--- src/rtl/red_pitaya_fads_sort_ctrl_if.sv ---
// System bus bundle for the FADS sort sequencer.
// The master drives address/strobes; the slave returns data and ack.
interface red_pitaya_fads_sort_ctrl_if;
  logic [31:0] sys_addr;
  logic [31:0] sys_wdata;
  logic [3:0]  sys_sel;
  logic        sys_wen;
  logic        sys_ren;
  logic [31:0] sys_rdata;
  logic        sys_err;
  logic        sys_ack;

  modport master (
    output sys_addr, sys_wdata, sys_sel, sys_wen, sys_ren,
    input  sys_rdata, sys_err, sys_ack
  );

  modport slave (
    input  sys_addr, sys_wdata, sys_sel, sys_wen, sys_ren,
    output sys_rdata, sys_err, sys_ack
  );
endinterface

--- src/rtl/red_pitaya_fads_sort_ctrl.sv ---
// FADS sort sequencer: width-qualifies droplets, waits the flight
// delay, fires a timed ASG trigger, then holds off for a dead time.
module red_pitaya_fads_sort_ctrl #(
  parameter int CW = 32
) (
  input  logic adc_clk_i,
  input  logic adc_rst_i,
  input  logic det_i,
  output logic asg_trig_o,
  output logic busy_o,
  red_pitaya_fads_sort_ctrl_if.slave bus
);

  typedef enum logic [2:0] {
    S_IDLE = 3'd0,
    S_MEAS = 3'd1,
    S_WAIT = 3'd2,
    S_FIRE = 3'd3,
    S_HOLD = 3'd4
  } state_t;

  state_t state, state_n;
  logic [19:0] cnt, cnt_n;
  logic det_q, det_p;
  logic skip, skip_n;
  logic inc_drop, inc_sort, inc_miss;

  logic        ctrl_en;
  logic [15:0] min_w, max_w, pulse;
  logic [19:0] delay, hold;
  logic [CW-1:0] n_drop, n_sort, n_miss;
  logic [31:0] rd_mux;

  logic [19:0] addr;
  logic wr, clr;
  logic unused_ok;

  assign addr = bus.sys_addr[19:0];
  assign wr   = bus.sys_wen;
  assign clr  = wr && (addr == 20'h0) && bus.sys_wdata[1];
  assign unused_ok = ^{bus.sys_sel, bus.sys_addr[31:20]};
  assign bus.sys_err = 1'b0;

  // A detection that rose while busy is skipped until it goes low.
  assign inc_miss = det_q && !det_p &&
    (state == S_WAIT || state == S_FIRE || state == S_HOLD);

  always_comb begin
    state_n  = state;
    cnt_n    = cnt;
    inc_drop = 1'b0;
    inc_sort = 1'b0;
    skip_n   = skip;
    if (!det_q)
      skip_n = 1'b0;
    else if (inc_miss)
      skip_n = 1'b1;
    if (!ctrl_en) begin
      state_n = S_IDLE;
    end else begin
      unique case (state)
        S_IDLE: if (det_q && !skip) begin
          state_n = S_MEAS;
          cnt_n   = 20'd1;
        end
        S_MEAS: if (det_q) begin
          if (cnt[15:0] != 16'hFFFF)
            cnt_n = cnt + 20'd1;
        end else begin
          inc_drop = 1'b1;
          if (cnt[15:0] >= min_w && cnt[15:0] <= max_w) begin
            state_n = S_WAIT;
            cnt_n   = delay;
          end else begin
            state_n = S_IDLE;
          end
        end
        S_WAIT: if (cnt == 20'd0) begin
          state_n  = S_FIRE;
          cnt_n    = {4'h0, (pulse == 16'd0) ? 16'd1 : pulse};
          inc_sort = 1'b1;
        end else begin
          cnt_n = cnt - 20'd1;
        end
        S_FIRE: if (cnt <= 20'd1) begin
          state_n = S_HOLD;
          cnt_n   = hold;
        end else begin
          cnt_n = cnt - 20'd1;
        end
        S_HOLD: if (cnt == 20'd0)
          state_n = S_IDLE;
        else
          cnt_n = cnt - 20'd1;
        default: state_n = S_IDLE;
      endcase
    end
  end

  always_ff @(posedge adc_clk_i or posedge adc_rst_i) begin
    if (adc_rst_i) begin
      state      <= S_IDLE;
      cnt        <= '0;
      det_q      <= 1'b0;
      det_p      <= 1'b0;
      skip       <= 1'b0;
      asg_trig_o <= 1'b0;
      busy_o     <= 1'b0;
    end else begin
      state      <= state_n;
      cnt        <= cnt_n;
      det_q      <= det_i;
      det_p      <= det_q;
      skip       <= skip_n;
      asg_trig_o <= (state_n == S_FIRE);
      busy_o     <= (state_n != S_IDLE);
    end
  end

  always_ff @(posedge adc_clk_i or posedge adc_rst_i) begin
    if (adc_rst_i) begin
      n_drop <= '0;
      n_sort <= '0;
      n_miss <= '0;
    end else begin
      n_drop <= clr ? '0 : n_drop + CW'(inc_drop);
      n_sort <= clr ? '0 : n_sort + CW'(inc_sort);
      n_miss <= clr ? '0 : n_miss + CW'(inc_miss);
    end
  end

  always_ff @(posedge adc_clk_i or posedge adc_rst_i) begin
    if (adc_rst_i) begin
      ctrl_en <= 1'b0;
      min_w   <= 16'd1;
      max_w   <= 16'hFFFF;
      delay   <= '0;
      pulse   <= 16'd1;
      hold    <= '0;
    end else if (wr) begin
      unique case (addr)
        20'h00: ctrl_en <= bus.sys_wdata[0];
        20'h04: min_w   <= bus.sys_wdata[15:0];
        20'h08: max_w   <= bus.sys_wdata[15:0];
        20'h0C: delay   <= bus.sys_wdata[19:0];
        20'h10: pulse   <= bus.sys_wdata[15:0];
        20'h14: hold    <= bus.sys_wdata[19:0];
        default: ;
      endcase
    end
  end

  always_comb begin
    rd_mux = '0;
    unique case (addr)
      20'h00: rd_mux = {31'h0, ctrl_en};
      20'h04: rd_mux = {16'h0, min_w};
      20'h08: rd_mux = {16'h0, max_w};
      20'h0C: rd_mux = {12'h0, delay};
      20'h10: rd_mux = {16'h0, pulse};
      20'h14: rd_mux = {12'h0, hold};
      20'h18: rd_mux = 32'(n_drop);
      20'h1C: rd_mux = 32'(n_sort);
      20'h20: rd_mux = 32'(n_miss);
      20'h24: rd_mux = {28'h0, asg_trig_o, 3'(state)};
      default: rd_mux = '0;
    endcase
  end

  always_ff @(posedge adc_clk_i or posedge adc_rst_i) begin
    if (adc_rst_i) begin
      bus.sys_ack   <= 1'b0;
      bus.sys_rdata <= '0;
    end else begin
      bus.sys_ack   <= bus.sys_wen | bus.sys_ren;
      bus.sys_rdata <= bus.sys_ren ? rd_mux : 32'h0;
    end
  end

endmodule

--- src/flat_wrapper.sv ---
// flat-port wrapper written by rule: the top's interface ports become plain ports
module red_pitaya_fads_sort_ctrl_flat 
#(
  parameter int CW = 32
)
  (adc_clk_i, adc_rst_i, det_i, asg_trig_o, busy_o, bus_sys_addr, bus_sys_wdata, bus_sys_sel, bus_sys_wen, bus_sys_ren, bus_sys_rdata, bus_sys_err, bus_sys_ack);
  red_pitaya_fads_sort_ctrl_if bus_i ();
  input  logic adc_clk_i;
  input  logic adc_rst_i;
  input  logic det_i;
  output logic asg_trig_o;
  output logic busy_o;
  input wire logic [$bits(bus_i.sys_addr)-1:0] bus_sys_addr;
  input wire logic [$bits(bus_i.sys_wdata)-1:0] bus_sys_wdata;
  input wire logic [$bits(bus_i.sys_sel)-1:0] bus_sys_sel;
  input wire logic [$bits(bus_i.sys_wen)-1:0] bus_sys_wen;
  input wire logic [$bits(bus_i.sys_ren)-1:0] bus_sys_ren;
  output wire logic [$bits(bus_i.sys_rdata)-1:0] bus_sys_rdata;
  output wire logic [$bits(bus_i.sys_err)-1:0] bus_sys_err;
  output wire logic [$bits(bus_i.sys_ack)-1:0] bus_sys_ack;
  assign bus_i.sys_addr = bus_sys_addr;
  assign bus_i.sys_wdata = bus_sys_wdata;
  assign bus_i.sys_sel = bus_sys_sel;
  assign bus_i.sys_wen = bus_sys_wen;
  assign bus_i.sys_ren = bus_sys_ren;
  assign bus_sys_rdata = bus_i.sys_rdata;
  assign bus_sys_err = bus_i.sys_err;
  assign bus_sys_ack = bus_i.sys_ack;
  red_pitaya_fads_sort_ctrl #(.CW(CW)) u_core (.adc_clk_i(adc_clk_i), .adc_rst_i(adc_rst_i), .det_i(det_i), .asg_trig_o(asg_trig_o), .busy_o(busy_o), .bus(bus_i));
endmodule
--- config.mk ---
export PLATFORM = sky130hd
export DESIGN_NAME = red_pitaya_fads_sort_ctrl_flat
export DESIGN_NICKNAME = d
export VERILOG_FILES = /design/src/rtl/red_pitaya_fads_sort_ctrl_if.sv /design/src/rtl/red_pitaya_fads_sort_ctrl.sv /design/src/flat_wrapper.sv
export SDC_FILE = /design/constraint.sdc
export NUM_CORES = 1
export LEC_CHECK = 0
export BUFFER_PORTS_ARGS = -buffer_cell sky130_fd_sc_hd__buf_4
export CELL_PAD_IN_SITES_DETAIL_PLACEMENT = 1
export CELL_PAD_IN_SITES_GLOBAL_PLACEMENT = 1
export CORE_AREA = 2 2 179 181
export DETAILED_ROUTE_END_ITERATION = 16
export DIE_AREA = 0 0 181 183
export PLACE_DENSITY_LB_ADDON = 0.1
export SETUP_SLACK_MARGIN = 0.2
export SLEW_MARGIN = 20
export SYNTH_ARGS = -nofsm -noshare
export SYNTH_HDL_FRONTEND = slang
export SYNTH_SLANG_ARGS = --single-unit
--- constraint.sdc ---
create_clock -name adc_clk_i -period 7.6 [get_ports adc_clk_i]
set_clock_uncertainty 0.15 [all_clocks]
set_input_delay 1.14 -clock adc_clk_i [delete_from_list [all_inputs] [get_ports adc_clk_i]]
set_output_delay 1.14 -clock adc_clk_i [all_outputs]
set_load 0.05 [all_outputs]
Word level (Yosys, flattened, before mapping). Index checks and enable logic that the tools add are counted.

Add/subtract/negate cells: 5. Order comparisons: 3. Equal/unequal tests: 20. Muxes and demuxes: 30. Bitwise operators: 1. Reductions and logical operators: 23.

Operator list (number): $pmux W32 S10 (1); $mux W20 (7); $mux W32 (4); $pmux W20 S5 (1); $add A32 B1 Y32 (3); $eq A20 B5 Y1 const B (4); $eq A20 B4 Y1 const B (2); $eq A20 B6 Y1 const B (2); $logic_not A20 Y1 (2); $add A20 B1 Y20 const B (1); $eq A20 B3 Y1 const B (1); $le A20 B1 Y1 const B (1); $sub A20 B1 Y20 const B (1); $mux W3 (6); $ge A16 B16 Y1 (1); $le A16 B16 Y1 (1); $logic_not A16 Y1 (1); $mux W16 (1); $ne A16 B16 Y1 const B (1); $pmux W3 S5 (1); $reduce_and A2 Y1 (6); $eq A3 B2 Y1 const B (3); $mux W1 (8); $logic_and A1 B1 Y1 (6); 14 further kinds (17).

Register bits: 246. Input bits: 73. Output and inout bits: 36. Logic and storage cells: 100.

Longest topological paths before layout. Gate-level depths: netlist (run 1).

Depth after elaboration: 7. Depth in mapped cells: 16. Mapped depth without buffers: 14.

Least setup slack after synthesis (run 1). OpenSTA, ideal clock, no wires.

Path kind: register -> register. From: reg u_core.cnt[11]. To: reg u_core.n_sort[26]. Setup time: 0.132 ns. Data arrival time: 3.743 ns. Data required time: 7.318 ns. Slack: 3.576 ns. Cell stages (with the launch flop): 17. Path buffers: 3. Clock period less this slack: 4.024 ns. Path through: dfrtp_1 buf_2 or3_4 or4_4 buf_6 nor3_1 buf_2 and2_1 ha_1 ha_1 nand2_1 nor3_1 nand2_1 nor3_1 nand2_1 xor2_1 nor2_1.

Cells in the longest elaborated chain, start to end: 6.

RTL lines: start: declaration (line red_pitaya_fads_sort_ctrl.sv:23) `logic [19:0] cnt, cnt_n;`; start signal: assignment (line red_pitaya_fads_sort_ctrl.sv:111) `cnt <= cnt_n;`; $logic_not A20 Y1 (line red_pitaya_fads_sort_ctrl.sv:78) `S_WAIT: if (cnt == 20'd0) begin`; $mux W1 (line red_pitaya_fads_sort_ctrl.sv:78); $mux W1 (line red_pitaya_fads_sort_ctrl.sv:61) `unique case (state)`; $mux W1 (line red_pitaya_fads_sort_ctrl.sv:58) `if (!ctrl_en) begin`; $add A32 B1 Y32 (line red_pitaya_fads_sort_ctrl.sv:127) `n_sort <= clr ? '0 : n_sort + CW'(inc_sort);`; $mux W32 (line red_pitaya_fads_sort_ctrl.sv:127); end signal: assignment (line red_pitaya_fads_sort_ctrl.sv:127); end: declaration (line red_pitaya_fads_sort_ctrl.sv:31) `logic [CW-1:0] n_drop, n_sort, n_miss;`.

Every way passes these cells. A chain may end at the register's enable or synchronous reset.

Final worst setup path (run 1).
From: reg u_core.cnt[12]. To: reg u_core.n_sort[30].

Same word-level chain as after synthesis.

==> results.md, run 1 <==
- DRC: 0
- Die Wd: approximately 180 µm
- Post-route ant nets: 0
- Slew HR: a little over a quarter
- Unique masters post-synth: between 60 and 70
- Mapped Cells: roughly 1300
- Power per Cell Area: ~190 nW/µm²
- CP endpoint kind: flop
- Crit path launch type: flop
- DIE HEIGHT: approximately 180 µm
- Nets@finish: approximately 1500
- Placer Congestion: slightly above 0.8
- Fin. Hold Viols: 0
- Avg Cell Area, Syn: between 10 and 15 µm²
- Main synth FF type: dfrtp_1
- Max Cap Viol: 0
- Post-Syn Nets: 1405
- DR vias/cell: 6.092
- Sequential fraction of the synthesis area: a little under half
- Setup Viol. Count Final: 0
- Fillers: 3474
- Critical path required time: approximately 7.9 ns
- FMAX: about 220 MHz
- Final TNS setup: 0 ns
- Finished Cell Area: approximately 15000 µm²
- RSZ-0062 raised after global routing: false
- # clock sinks: ~250
- Worst-Skew Late Latency: 0.55 ns
- Post-CTS Setup Repair Bufs: 0
- Initial antenna violation count: 0
- Post-CTS Hold Fix Bufs: 0
- Vias in the first global route: 11490
- CTS clk-pin slew, worst paths: about 0.060 ns
- Setup Crit Path Kind: flop to flop
- DR vias: ~11000
- Final Total Pwr: 0.002818 W
- Run status: finished, final reports clean
- Area growth, synth to finish: 14.94%
- Worst hold path class: flop to flop
- Synth area leaders: dfrtp_1, mux2_2, ha_1
- Share of post-route cells with drive strength above 1: 20.29%
- Crit-path max FO: 11
- IO Pins: about 110
- Pre-CTS setup slack: about 3.0 ns
- Root Driver: clkbuf_16
- Die Area: between 30000 and 40000 µm²
- DP HPWL: 30.24 mm
- Core Box Area: roughly 31000 µm²
- Seq cells post-synth: ~250
- Peak supply drop: 0.1329 mV
- Post-synth EDFFs: 0
- Worst Slack Setup Final: 3.096 ns
- Static Leak: approximately 6.3 nW
- Placed cell areas: about 14000 µm²
- CTS buffer count: 28
- CTS tree: built
- Post-CTS Resized: 0
- Slew Viols, Final: 0
- Drt first pass iters: 6
- Max Buffers Root-to-Sink: 3
- Async set or reset register ratio after synthesis: 100.0%
- DRT iter0 DRCs: 1000
- Post-layout util: 48.48%
- Routed WL per cell: between 20 and 25 µm
- H-Tree Level Count: 1
- Row count: between 60 and 70
- Pin count of the biggest net entering global routing: 97
- First-pass GRT wire length: between 60 and 70 mm
- Tcrit/Tclk final: roughly three fifths
- Minimum clock period after layout: 4.504 ns
- Remaining global-route overflow: 0
- Slew @ Worst Pin: 1.096 ns
- Initial Util: a little over two fifths
- Ant diodes: 0
- Synth warn: 0
- Arr. time, crit path: ~4.8 ns
- IO buf count: 79
- Total global-route track usage: 26.71%
- Synth top area share: between 40% and 50%
- Total Wirelength: about 44 mm
- Area leader, netlist: dfrtp_1
- Synth Cell Area: around 13000 µm²
## path summary, 6_finish.rpt
kind	from	to	slack (ns)	cells after the start
max	u_core.cnt[12]	u_core.n_sort[30]	3.10	15
min	u_core.skip	u_core.skip	0.34	1
max reg2reg	u_core.cnt[12]	u_core.n_sort[30]	3.10	15
min reg2reg	u_core.skip	u_core.skip	0.34	1
max in group asynchronous	adc_rst_i	u_core.delay[17]	5.52	3
min in group asynchronous	adc_rst_i	u_core.n_drop[25]	0.46	2
## area by class of cell
class / count / area, µm² / share of cell area [%]
well taps: 402 / 503.0 / 3.322
flip-flops and latches: 246 / 6178 / 40.81
inverters: 41 / 157.7 / 1.041
multi-input cells: 925 / 6539 / 43.19
clock inverters: 8 / 120.1 / 0.7933
clock buffers: 44 / 872.1 / 5.760
repair buffers: 101 / 770.7 / 5.090
## cells by family after synthesis
kind of cell / Yosys count / synth area share, %
and+or+nand+nor: 450 / 17.33
DFF: 246 / 46.90
AOI/OAI and AO/OA: 243 / 13.79
buffers and inverters: 119 / 3.647
xor gates and xnor gates: 96 / 6.383
muxes: 93 / 7.931
adders and majority gates: 42 / 3.989
other: 1 / 0.02847
## synth_stat cells (19+ instances only)
master and count:
nand3_1 57, xnor2_1 36, ha_1 42, clkbuf_1 64, nor4_1 21, nand2_1 80
nor3_1 29, and3_1 24, a22oi_1 25, a222oi_1 45, dfrtp_1 228, nor2_1 138
xor2_1 60, a31oi_1 19, nand4_1 27, inv_1 41, mux2_2 91, o21ai_0 38
a21oi_1 31
## power breakdown
group	internal, W	leakage (nW)	switching, W
clock network	0.000885	0.484	0.000559
logic	0.0000186	2.91	0.0000428
registers	0.00131	2.89	0.000000777
total	0.00221	6.29	0.000603
## per-stage QoR
stage,hold slack (ns),instances
after floorplan,0.3032,1290
after global placement,0.3167,1714
after detailed placement,0.3315,1714
final,0.3352,1767
after global routing,0.3803,1767
after CTS,0.3456,1766
## registers in the layout, summed over array words and instances, names as in the netlist, 3 cells and up
register,flops
u_core.bus.sys_rdata,32
u_core.cnt,20
u_core.delay,20
u_core.hold,20
u_core.max_w,16
u_core.min_w,16
u_core.n_drop,32
u_core.n_miss,32
u_core.n_sort,32
u_core.pulse,16
u_core.state,3
## routing by layer
layer / vias to the layer above / part of all wire [%] / wire [µm] / global-route usage [%]
met5: - / 0 / 0 / 0
met2: 280 / 48 / 21110 / 45.14
li1: 4862 / - / - / -
met1: 5559 / 44 / 19370 / 36.29
met4: 0 / 2.2 / 953 / 6.797
met3: 63 / 5.2 / 2258 / 3.832
## worst max-delay path: stages (launching register included)
cell and delay (ns):
dfrtp_1 0.51, or3_4 0.48, or4_4 0.58, nor3_1 0.22
buf_4 0.27, and2_1 0.17, ha_1 0.19, ha_1 0.22
nand2_1 0.11, nor3_1 0.19, buf_4 0.18, nand2_1 0.12
nor3_1 0.60, nand2_1 0.14, xor2_1 0.17, nor2_1 0.05
## cells in the final DEF (no fill, tap or decap), types with 36 or more instances in the layout
cell      synthesis  routed
buf_4             2     100
ha_1             42      42
inv_1            41      40
a222oi_1         45      45
xor2_1           60      60
xnor2_1          36      36
mux2_2           91      91
dfrtp_1         228     228
nor2_1          138     138
nand2_1          80      80
o21ai_0          38      38
nand3_1          57      57
Note: power is estimated with default switching activity, not from simulation.
==> run 2: changes to the inputs <==
==> constraint.sdc (replaced) <==
create_clock -name adc_clk_i -period 3.7 [get_ports adc_clk_i]
set_clock_uncertainty 0.15 [all_clocks]
set_input_delay 0.555 -clock adc_clk_i [delete_from_list [all_inputs] [get_ports adc_clk_i]]
set_output_delay 0.555 -clock adc_clk_i [all_outputs]
set_load 0.05 [all_outputs]
==> results.md, run 2 (same netlist as run 1, synthesis figures left out) <==
- Run status: finished, final reports clean
- DP HPWL: 32.18 mm (+6.4%)
- Slew HR: 39.47% (+13 points)
- Worst hold path class: input port to flop
- Crit path launch type: flop
- Slowest cell on the critical path: or4_4
- H-Tree Level Count: 1 (unchanged)
- CTS clk-pin slew, worst paths: 0.06 ns (about the same)
- Row count: 65 (unchanged)
- Initial Util: 42.18% (unchanged)
- Core Box Area: 31230 µm² (unchanged)
- Root Driver: clkbuf_16
- Setup Viol. Count Final: 0 (unchanged)
- Remaining global-route overflow: 0 (unchanged)
- Nets@finish: 1511 (+3.6%)
- Total global-route track usage: 27.42% (+0.71 points)
- Sequential power share: 48.2% (+1.6 points)
- Total Wirelength: 44.69 mm (+2.3%)
- Routed WL per cell: 24.56 µm (-0.69%)
- Setup Crit Path Kind: flop to flop
- GRT met2 Usage: 46.80% (+1.7 points)
- CTS buffer count: 29 (+3.6%)
- Int Power: 0.004359 W (+97%)
- Die Wd: 181 µm (unchanged)
- IO buf count: 79 (unchanged)
- Tcrit/Tclk final: 89.46% (+30 points)
- Post-route ant nets: 0 (unchanged)
- CP endpoint kind: flop
- CP most frequent cell: or3_4
- Fin. Hold Viols: 0 (unchanged)
- Minimum clock period after layout: 3.310 ns (-1.194 ns)
- Pin count of the biggest net entering global routing: 68 (-30%)
- Power per Cell Area: 358.4 nW/µm² (+93%)
- Peak supply drop: 0.3372 mV (+150%)
- DR vias/cell: 6.097 (about the same)
- FMAX: 302.1 MHz (+36%)
- Most common cell after layout, fill and taps aside: dfrtp_1
- Fillers: 3465 (-0.26%)
- Crit-path max FO: 5 (-6)
- Die Area: 33120 µm² (unchanged)
- DRT iter0 DRCs: 886 (-11%)
- Placed cell areas: 14610 µm² (+3.4%)
- Vias in the first global route: 11740 (+2.2%)
- First-pass GRT wire length: 70.86 mm (+2.8%)
- GRT busiest layer: met2
- Slew Viols, Final: 0 (unchanged)
- Worst-Skew Late Latency: 0.55 ns (about the same)
- Most frequent cells in the layout: dfrtp_1, buf_4, nor2_1
- Arr. time, crit path: 3.59 ns (-1.17 ns)
- DIE HEIGHT: 183 µm (unchanged)
- Area growth, synth to finish: 18.48%
- CTS tree: built
- DR vias: 11100 (+3.1%)
- Combinational share of power: 2.4% (+0.2 points)
- Static Leak: 6.536 nW (+3.9%)
- Max Cap Viol: 0 (unchanged)
- Share of post-route cells with drive strength above 1: 23.62% (+3.3 points)
- Met1 Track Usage GR: 36.50% (+0.21 points)
- Final Total Pwr: 0.005594 W (+99%)
- RSZ-0062 raised after global routing: false
- CP cell instances: or3_4, or4_4, nor3_4, and2_4, ha_4, nand3_2, or3_4, nor4_4, buf_4, nand3_1, xor2_1, nor2_1
- Ant diodes: 0 (unchanged)
- # clock sinks: 246 (unchanged)
- Clock power share: 49.4% (-1.9 points)
- Worst path max stage delay: 0.53 ns (-0.07 ns)
- Net Sw Power: 0.001235 W (+100%)
- Finished Cell Area: 15610 µm² (+3.1%)
- Met3 Use GR: 4.269% (+0.44 points)
- Slew @ Worst Pin: 0.9080 ns (-0.1884 ns)
- Initial antenna violation count: 0 (unchanged)
- DRC: 0 (unchanged)
- Drt first pass iters: 6 (unchanged)
- Switch share: 22.07% (+0.68 points)
- Crit path buf inv count: 1 (-1)
- IO Pins: 109 (unchanged)
- Critical path required time: 3.98 ns (-3.88 ns)
- Placer Congestion: 0.8385 (+2.0%)
- Crit path max-delay family: simple AND/OR/NAND/NOR gates
- Max Buffers Root-to-Sink: 3 (unchanged)
## run 2: cell types whose count changed in the layout (fill, tap and decap cells not counted), sizes merged, moves of 2 or more
cell         before  now
dlygate4sd3       0    2
clkbuf           44   49
clkinvlp          3    1
bufinv            3    1
buf             101  151
## run 2: area by class of cell
class / instances / area (µm²) / area share (%)
repair buffers: 153 / 1229 / 7.872
clock buffers: 49 / 850.8 / 5.451
well taps: 402 / 503.0 / 3.223
clock inverters: 4 / 48.80 / 0.3126
multi-input cells: 925 / 6640 / 42.54
flip-flops and latches: 246 / 6178 / 39.59
inverters: 41 / 157.7 / 1.010
## run 2: power by group through the flow
stage | clock, W | sequential [W] | combinational, W
final | 0.00276 | 0.00270 | 0.000136
after global routing | 0.00292 | 0.00269 | 0.000153
after CTS | 0.00281 | 0.00270 | 0.000141
after detailed placement | 0 | 0.00274 | 0.000139
after global placement | 0 | 0.00274 | 0.000136
after floorplan | 0 | 0.00275 | 0.0000507
## run 2: per-stage QoR
| step | hold WS [ns] | instances | setup TNS [ns] | utilization, % | setup slack [ns] |
|---|---|---|---|---|---|
| after floorplan | 0.3032 | 1290 | -50.63 | - | -0.2221 |
| after global placement | 0.3173 | 1761 | 0 | 46.79 | 0.2546 |
| after detailed placement | 0.3250 | 1761 | 0 | 46.79 | 0.1734 |
| after CTS | 0.04704 | 1820 | 0 | 49.94 | 0.2293 |
| after global routing | 0.04663 | 1820 | 0 | 49.98 | 0.2191 |
| final | 0.06478 | 1820 | 0 | 49.98 | 0.3899 |
## run 2: worst paths after layout
path                                startpoint                 end  slack, ns  depth (start not counted)
worst max-delay path            u_core.cnt[11]   u_core.n_sort[29]       0.39                         12
worst min-delay path               bus_sys_ren  u_core.bus.sys_ack       0.06                          2
worst max register to register  u_core.cnt[11]   u_core.n_sort[29]       0.39                         12
worst min register to register     u_core.skip         u_core.skip       0.33                          1
max in group asynchronous            adc_rst_i    u_core.max_w[15]       2.03                          4
min in group asynchronous            adc_rst_i   u_core.n_sort[25]       0.53                          3
## run 2: timing repair
item	CTS	global route
endpoints found under the setup margin	8	25
gates resized for setup	6	5
cloned	0	0
pin swaps	8	6
endpoints found under the hold margin	23	0
hold buffers	2	0
setup buffers	4	0
## run 2: routing by layer
layer	share of wire [%]	vias to the layer above
met2	48	320
met3	5.7	69
met5	0	-
met1	43	5728
met4	2.5	0
li1	-	4980
